### src/rtl/tc_sched_pkg.sv
// Shared types, default sizing and helpers for the TensorCore dispatch scheduler.
package tc_sched_pkg;

  typedef enum logic [1:0] {
    D_IDLE,
    D_START,
    D_FETCH
  } disp_state_t;

  localparam int unsigned DEF_NUM_CORES   = 4;
  localparam int unsigned DEF_FETCH_BEATS = 4;
  localparam int unsigned DEF_WB_BEATS    = 4;
  localparam int unsigned DEF_ID_WIDTH    = 4;

  function automatic logic [31:0] onehot(input int unsigned idx);
    return 32'd1 << idx;
  endfunction

endpackage

### src/rtl/tc_rr_pick.sv
// Combinational round-robin picker: first requester at or after ptr+1, wrapping.
module tc_rr_pick #(
  parameter int unsigned N = 4,
  parameter int unsigned IW = (N > 1) ? $clog2(N) : 1
) (
  input  logic [N-1:0]  req,
  input  logic [IW-1:0] ptr,
  output logic [IW-1:0] grant,
  output logic          any
);

  logic [IW-1:0] idx;

  always_comb begin
    grant = '0;
    any   = 1'b0;
    idx   = '0;
    for (int unsigned k = 1; k <= N; k++) begin
      idx = IW'((32'(ptr) + k) % N);
      if (!any && req[idx]) begin
        any   = 1'b1;
        grant = idx;
      end
    end
  end

endmodule

### src/rtl/tc_dispatch_scheduler.sv
// Demand-driven job dispatcher for the TensorCore cluster: round-robin grant,
// serialised operand fetch, and in-order tagged write-back collection.
module tc_dispatch_scheduler
  import tc_sched_pkg::*;
#(
  parameter int unsigned NUM_CORES   = DEF_NUM_CORES,
  parameter int unsigned FETCH_BEATS = DEF_FETCH_BEATS,
  parameter int unsigned WB_BEATS    = DEF_WB_BEATS,
  parameter int unsigned ID_WIDTH    = DEF_ID_WIDTH
) (
  input  logic                             clk,
  input  logic                             rstn,
  input  logic                             job_valid,
  output logic                             job_ready,
  input  logic [ID_WIDTH-1:0]              job_id,
  input  logic                             in_valid,
  output logic                             in_ready,
  output logic [NUM_CORES-1:0]             fetch_sel,
  output logic [NUM_CORES-1:0]             core_start,
  output logic [NUM_CORES-1:0]             core_fetch_done,
  input  logic [NUM_CORES-1:0]             core_idle,
  input  logic [NUM_CORES-1:0]             core_fetch,
  input  logic [NUM_CORES-1:0]             core_wb,
  output logic [NUM_CORES-1:0]             wb_sel,
  output logic                             out_valid,
  output logic [ID_WIDTH-1:0]              out_id,
  output logic                             out_last,
  output logic [$clog2(NUM_CORES+1)-1:0]   outstanding,
  output logic                             wb_err
);

  localparam int unsigned IW  = (NUM_CORES > 1) ? $clog2(NUM_CORES) : 1;
  localparam int unsigned FCW = $clog2(FETCH_BEATS + 1);
  localparam int unsigned WCW = $clog2(WB_BEATS + 1);
  localparam int unsigned OW  = $clog2(NUM_CORES + 1);

  function automatic logic [NUM_CORES-1:0] sel(input logic [IW-1:0] idx);
    return NUM_CORES'(onehot(32'(idx)));
  endfunction

  function automatic logic [IW-1:0] ptr_inc(input logic [IW-1:0] p);
    return (32'(p) == NUM_CORES - 1) ? '0 : p + IW'(1);
  endfunction

  disp_state_t          state;
  logic [IW-1:0]        cur;
  logic [IW-1:0]        rr_ptr;
  logic [IW-1:0]        grant;
  logic                 any_grant;
  logic [NUM_CORES-1:0] busy;
  logic [NUM_CORES-1:0] eligible;
  logic [FCW-1:0]       fcnt;
  logic [WCW-1:0]       wcnt;

  logic [ID_WIDTH-1:0]  id_table [NUM_CORES];
  logic [IW-1:0]        order_q  [NUM_CORES];
  logic [IW-1:0]        wr_ptr;
  logic [IW-1:0]        rd_ptr;
  logic [OW-1:0]        count;
  logic [IW-1:0]        head;

  logic accept;
  logic in_fire;
  logic empty;
  logic pop;
  logic wb_bad;

  // busy is the pre-update value, so a core freed by this cycle's last
  // write-back beat cannot be granted until the following cycle.
  assign eligible = core_idle & ~busy;

  tc_rr_pick #(
    .N  (NUM_CORES),
    .IW (IW)
  ) u_pick (
    .req   (eligible),
    .ptr   (rr_ptr),
    .grant (grant),
    .any   (any_grant)
  );

  assign job_ready = (state == D_IDLE) && any_grant;
  assign accept    = job_valid && job_ready;

  assign fetch_sel = (state == D_FETCH) ? sel(cur) : '0;
  assign in_ready  = (state == D_FETCH) && core_fetch[cur];
  assign in_fire   = in_valid && in_ready;

  assign empty       = (count == '0);
  assign head        = order_q[rd_ptr];
  assign out_valid   = !empty && core_wb[head];
  assign wb_sel      = out_valid ? sel(head) : '0;
  assign out_id      = id_table[head];
  assign out_last    = out_valid && (wcnt == WCW'(WB_BEATS - 1));
  assign pop         = out_last;
  assign outstanding = count;
  assign wb_bad      = empty ? (core_wb != '0) : ((core_wb & ~sel(head)) != '0);

  always_ff @(posedge clk or negedge rstn) begin
    if (!rstn) begin
      state           <= D_IDLE;
      cur             <= '0;
      rr_ptr          <= '0;
      fcnt            <= '0;
      core_start      <= '0;
      core_fetch_done <= '0;
    end else begin
      core_start      <= '0;
      core_fetch_done <= '0;
      unique case (state)
        D_IDLE: begin
          if (accept) begin
            cur        <= grant;
            rr_ptr     <= grant;
            core_start <= sel(grant);
            state      <= D_START;
          end
        end
        D_START: begin
          if (core_fetch[cur]) state <= D_FETCH;
        end
        D_FETCH: begin
          if (in_fire) begin
            if (fcnt == FCW'(FETCH_BEATS - 1)) begin
              fcnt            <= '0;
              core_fetch_done <= sel(cur);
              state           <= D_IDLE;
            end else begin
              fcnt <= fcnt + FCW'(1);
            end
          end
        end
        default: state <= D_IDLE;
      endcase
    end
  end

  always_ff @(posedge clk or negedge rstn) begin
    if (!rstn) begin
      busy     <= '0;
      wr_ptr   <= '0;
      rd_ptr   <= '0;
      count    <= '0;
      wcnt     <= '0;
      wb_err   <= 1'b0;
      order_q  <= '{default: '0};
      id_table <= '{default: '0};
    end else begin
      busy <= (busy & ~(pop ? sel(head) : '0)) | (accept ? sel(grant) : '0);
      if (accept) begin
        order_q[wr_ptr] <= grant;
        id_table[grant] <= job_id;
        wr_ptr          <= ptr_inc(wr_ptr);
      end
      if (pop) rd_ptr <= ptr_inc(rd_ptr);
      if (accept && !pop)      count <= count + OW'(1);
      else if (pop && !accept) count <= count - OW'(1);
      if (out_valid) wcnt <= pop ? '0 : wcnt + WCW'(1);
      if (wb_bad) wb_err <= 1'b1;
    end
  end

endmodule

### config.mk
export PLATFORM = sky130hd
export DESIGN_NAME = tc_dispatch_scheduler
export DESIGN_NICKNAME = d
export VERILOG_FILES = /design/src/rtl/tc_sched_pkg.sv /design/src/rtl/tc_rr_pick.sv /design/src/rtl/tc_dispatch_scheduler.sv
export SDC_FILE = /design/constraint.sdc
export NUM_CORES = 1
export LEC_CHECK = 0
export ABC_AREA = 1
export BUFFER_PORTS_ARGS = -buffer_cell sky130_fd_sc_hd__buf_2
export CAP_MARGIN = 20
export CORE_MARGIN = 2
export CORE_UTILIZATION = 60
export DETAILED_ROUTE_END_ITERATION = 10
export GPL_TIMING_DRIVEN = 0
export PLACE_DENSITY = 0.92
export SYNTH_ARGS = -nofsm -noshare
export SYNTH_HDL_FRONTEND = slang
export SYNTH_SLANG_ARGS = --single-unit
### constraint.sdc
create_clock -name clk -period 5.9 [get_ports clk]
set_clock_uncertainty 0.1 [all_clocks]
set_input_delay 0.295 -clock clk [delete_from_list [all_inputs] [get_ports clk]]
set_output_delay 0.295 -clock clk [all_outputs]
set_load 0.02 [all_outputs]
==> out/qor.csv <==
stage;metric;value;unit
run_status;status;finished clean;
die;die_area;5580;um2
timing;setup-violations-final;0;
finish;stdcell_count;481;
die;die_height;74.7;um
die;fp-row-count;25;
routing;firstDrtPassIters;4;
clocking;cts_tree;yes;
routing;wirelength;6290;um
synth;ys_types;31;
setup_path;critPathRequiredTime;6.00;ns
power_and_ir_drop;ir_drop;284;uV
setup_path;cp_top_family;simple AND/OR/NAND/NOR gates;
timing;final_hold_viol_count;0;
power_and_ir_drop;powerDensity;654;nW/um2
clocking;cts_setup_buffers;0;
timing;hold_ws;0.125;ns
global_route;overflow;0;
timing;slew_headroom;63.7;%
setup_path;crit_path_max_incr_delay;0.47;ns
clocking;clk_pin_slew_worst_paths;0.09;ns
global_route;grt_usage;24.5;%
worst_hold_path;min_path_type;in -> reg;
routing;avgViaCountPerCell;5.26;
timing;final.setup.tns;0;ns
setup_path;path_max_fanout;8;
synth;synth_seq_cells;54;
die;start_util;62.6;%
routing;route.detailed.drc;0;
placed_design;gp_congestion;0.869;
clocking;cts_sinks;54;
synth;muxShareOfSynthArea;0.376;%
global_route;grt_pass1_vias;2437;
routing;ant_nets;0;
timing;layout_worst_path_cycle_share;47.9;%
routing;wl_per_cell;13.1;um
timing;rsz0062_at_grt;no;
clocking;clkLatencyLatePin;0.31;ns
timing;worst_slew_pin_slew;0.545;ns
global_route;antenna_found_initial;0;
finish;drive_gt1_share;23.2;%
synth;synth_xor_area_share;0.584;%
setup_path;critPathSlowestCell;dfrtp_1;
clocking;cts_buffer_depth;2;
power_and_ir_drop;p_leak;0.00188;uW
setup_path;path_cells;nor2_1 -> nor2_1 -> o21ai_1 -> nand2_1 -> inv_2 -> nor2_4 -> nand2_1 -> nand3_2 -> nand2_4 -> nor2_8 -> inv_1 -> ha_1 -> inv_1 -> fa_1 -> mux2_2;
synth;avgSynthCellArea;8.40;um2
routing;via_count;2531;
finish;fill_cells;359;
synth;synth_compound_area_share;6.59;%
placed_design;numPlacedInstances;472;
die;io_pins;48;
clocking;cts-htree-levels;2;
finish;area_growth_syn_to_layout;14.8;%
synth;syn_area;3000;um2
clocking;root_buffer;clkbuf_8;
timing;report.final.slew_viol_count;0;
synth;synth_top_family_by_area;simple AND/OR/NAND/NOR gates;
die;coreArea;4790;um2
finish;diodes;0;
routing;drt-initial-drc-count;109;
clocking;cts_buffers;5;
synth;yosysWarnings;0;
global_route;grt_pass1_wl;10300;um
synth;synthSimpleGateAreaFrac;34.0;%
die;die_w;74.7;um
finish;nNetsFinal;447;
placed_design;dpl.hpwl;4790;um
synth;ys_seq_area_share;45.1;%
setup_path;end_kind;register;
placed_design;port_buffers;47;
synth;mappedNetlistNets;391;
run;maxCapViolCount;0;
setup_path;worst-path-buf-inv;3;
global_route;grt_max_degree;33;
setup_path;critical_path_class;reg -> reg;
setup_path;start_kind;register;
synth;postSynthCellCount;357;
timing;fmax;354;MHz
setup_path;crit_arrival;2.92;ns
timing;min_period;2.82;ns
synth;synthAdderAreaFrac;6.09;%
-- cells in the final DEF, fill, tap and decap left out, types with 2 or more instances in the layout --
cell type / n
a21oi_1: 7
buf_2: 47
clkbuf_8: 6
inv_2: 6
buf_12: 2
xnor2_1: 2
nand3_2: 7
nand2_4: 4
nor2_8: 2
inv_1: 36
dfrtp_1: 54
nand3_4: 3
nor2_4: 4
nand2_2: 8
nand3_1: 32
nand4_1: 6
nand2_1: 107
nor3_1: 4
o21ai_1: 6
o21ai_0: 17
a22oi_1: 3
nor2_1: 24
o21a_1: 2
ha_1: 13
-- sequential cells by signal, indices dropped and copies added (netlist names) --
signal and count:
order_q 8, core_fetch_done 4, busy 4, wr_ptr 2, core_start 4, wcnt 3, outstanding 3, wb_err 1
fcnt 3, rr_ptr 2, state 2, id_table 16, rd_ptr 2
-- worst register-to-register path, cell delays in order (launching register included) --
cell and delay, ns:
dfrtp_1 0.47, nor2_1 0.09, nor2_1 0.11, o21ai_1 0.09
nand2_1 0.12, inv_2 0.07, nor2_4 0.19, nand2_1 0.09
nand3_2 0.13, nand2_4 0.12, nor2_8 0.13, inv_1 0.05
ha_1 0.18, inv_1 0.10, fa_1 0.42, mux2_2 0.27
-- kinds of logic after synthesis --
group,after synthesis
flip-flops,54
AO/OA/AOI/OAI,36
adder cells (fa/ha/maj),14
AND/OR/NAND/NOR,202
buffers and inverters,48
XOR/XNOR,2
multiplexers,1
-- path summary, 6_finish.rpt --
check	slack [ns]	cells past startpoint	to	from
worst max-delay path	3.08	15	outstanding[1]	rd_ptr[0]
worst min-delay path	0.13	3	wb_err	core_wb[3]
worst max register to register	3.08	15	outstanding[1]	rd_ptr[0]
worst min register to register	0.38	2	id_table[14]	id_table[14]
max in group asynchronous	4.76	3	id_table[13]	rstn
min in group asynchronous	0.39	2	core_fetch_done[1]	rstn
-- cell usage after synthesis (all sizes together) --
| cell type | number | area (um2) |
|---|---|---|
| dfrtp | 54 | 1350 |
| nor4 | 1 | 6.26 |
| fa | 1 | 20.0 |
| xnor2 | 2 | 17.5 |
| ha | 13 | 163 |
| buf | 2 | 31.3 |
| o21ai | 23 | 115 |
| nand4 | 6 | 37.5 |
| o21a | 2 | 15.0 |
| a32o | 1 | 10.0 |
| inv | 45 | 184 |
| a21oi | 7 | 35.0 |
| nor2 | 30 | 175 |
| clkinv | 1 | 3.75 |
| a22oi | 3 | 22.5 |
| nand3 | 42 | 283 |
| mux2 | 1 | 11.3 |
| nor3 | 4 | 20.0 |
| nand2 | 119 | 497 |
-- final cells by class --
class / count / area [um2] / area share (%)
Buffer: 2 / 31.3 / 0.909
Clock buffer: 6 / 82.6 / 2.40
Clock inverter: 2 / 12.5 / 0.364
Inverter: 46 / 188 / 5.45
Multi-Input combinational cell: 255 / 1430 / 41.5
Sequential cell: 54 / 1350 / 39.3
Tap cell: 67 / 83.8 / 2.44
Timing Repair Buffer: 49 / 265 / 7.71
-- repair_timing --
action / 4_1_cts / 5_1_grt
hold buffers: 1 / 0
gates resized for setup: 0 / 0
hold endpoints to repair: 22 / 0
-- metal layers --
layer / GRT usage [%] / share of wire (%) / routed length, um / up-vias
li1: - / - / - / 1252
met1: 29.1 / 41 / 2580 / 1174
met2: 43.2 / 51 / 3240 / 93
met3: 4.95 / 5.9 / 374 / 12
met4: 10.7 / 1.6 / 102 / 0
met5: 0 / 0 / 0 / -
-- report_power, final --
group | switching (uW) | internal (uW) | total (uW)
registers | 97.1 | 523 | 620
logic | 958 | 459 | 1420
clock network | 120 | 94.5 | 214
-- per-stage QoR --
stage               cell area (um2)  total power (uW)  utilization [%]  worst slack, ns
global placement               3320              1970             69.3             3.19
CTS                            3440              2260             71.9             3.10
detailed placement             3340              2030             69.7             3.13
global route                   3440              2450             71.9             2.89
finish                         3440              2250             71.9             3.08
floorplan                      3000              1700                -             3.34
Power figures use the tool's default switching activity.
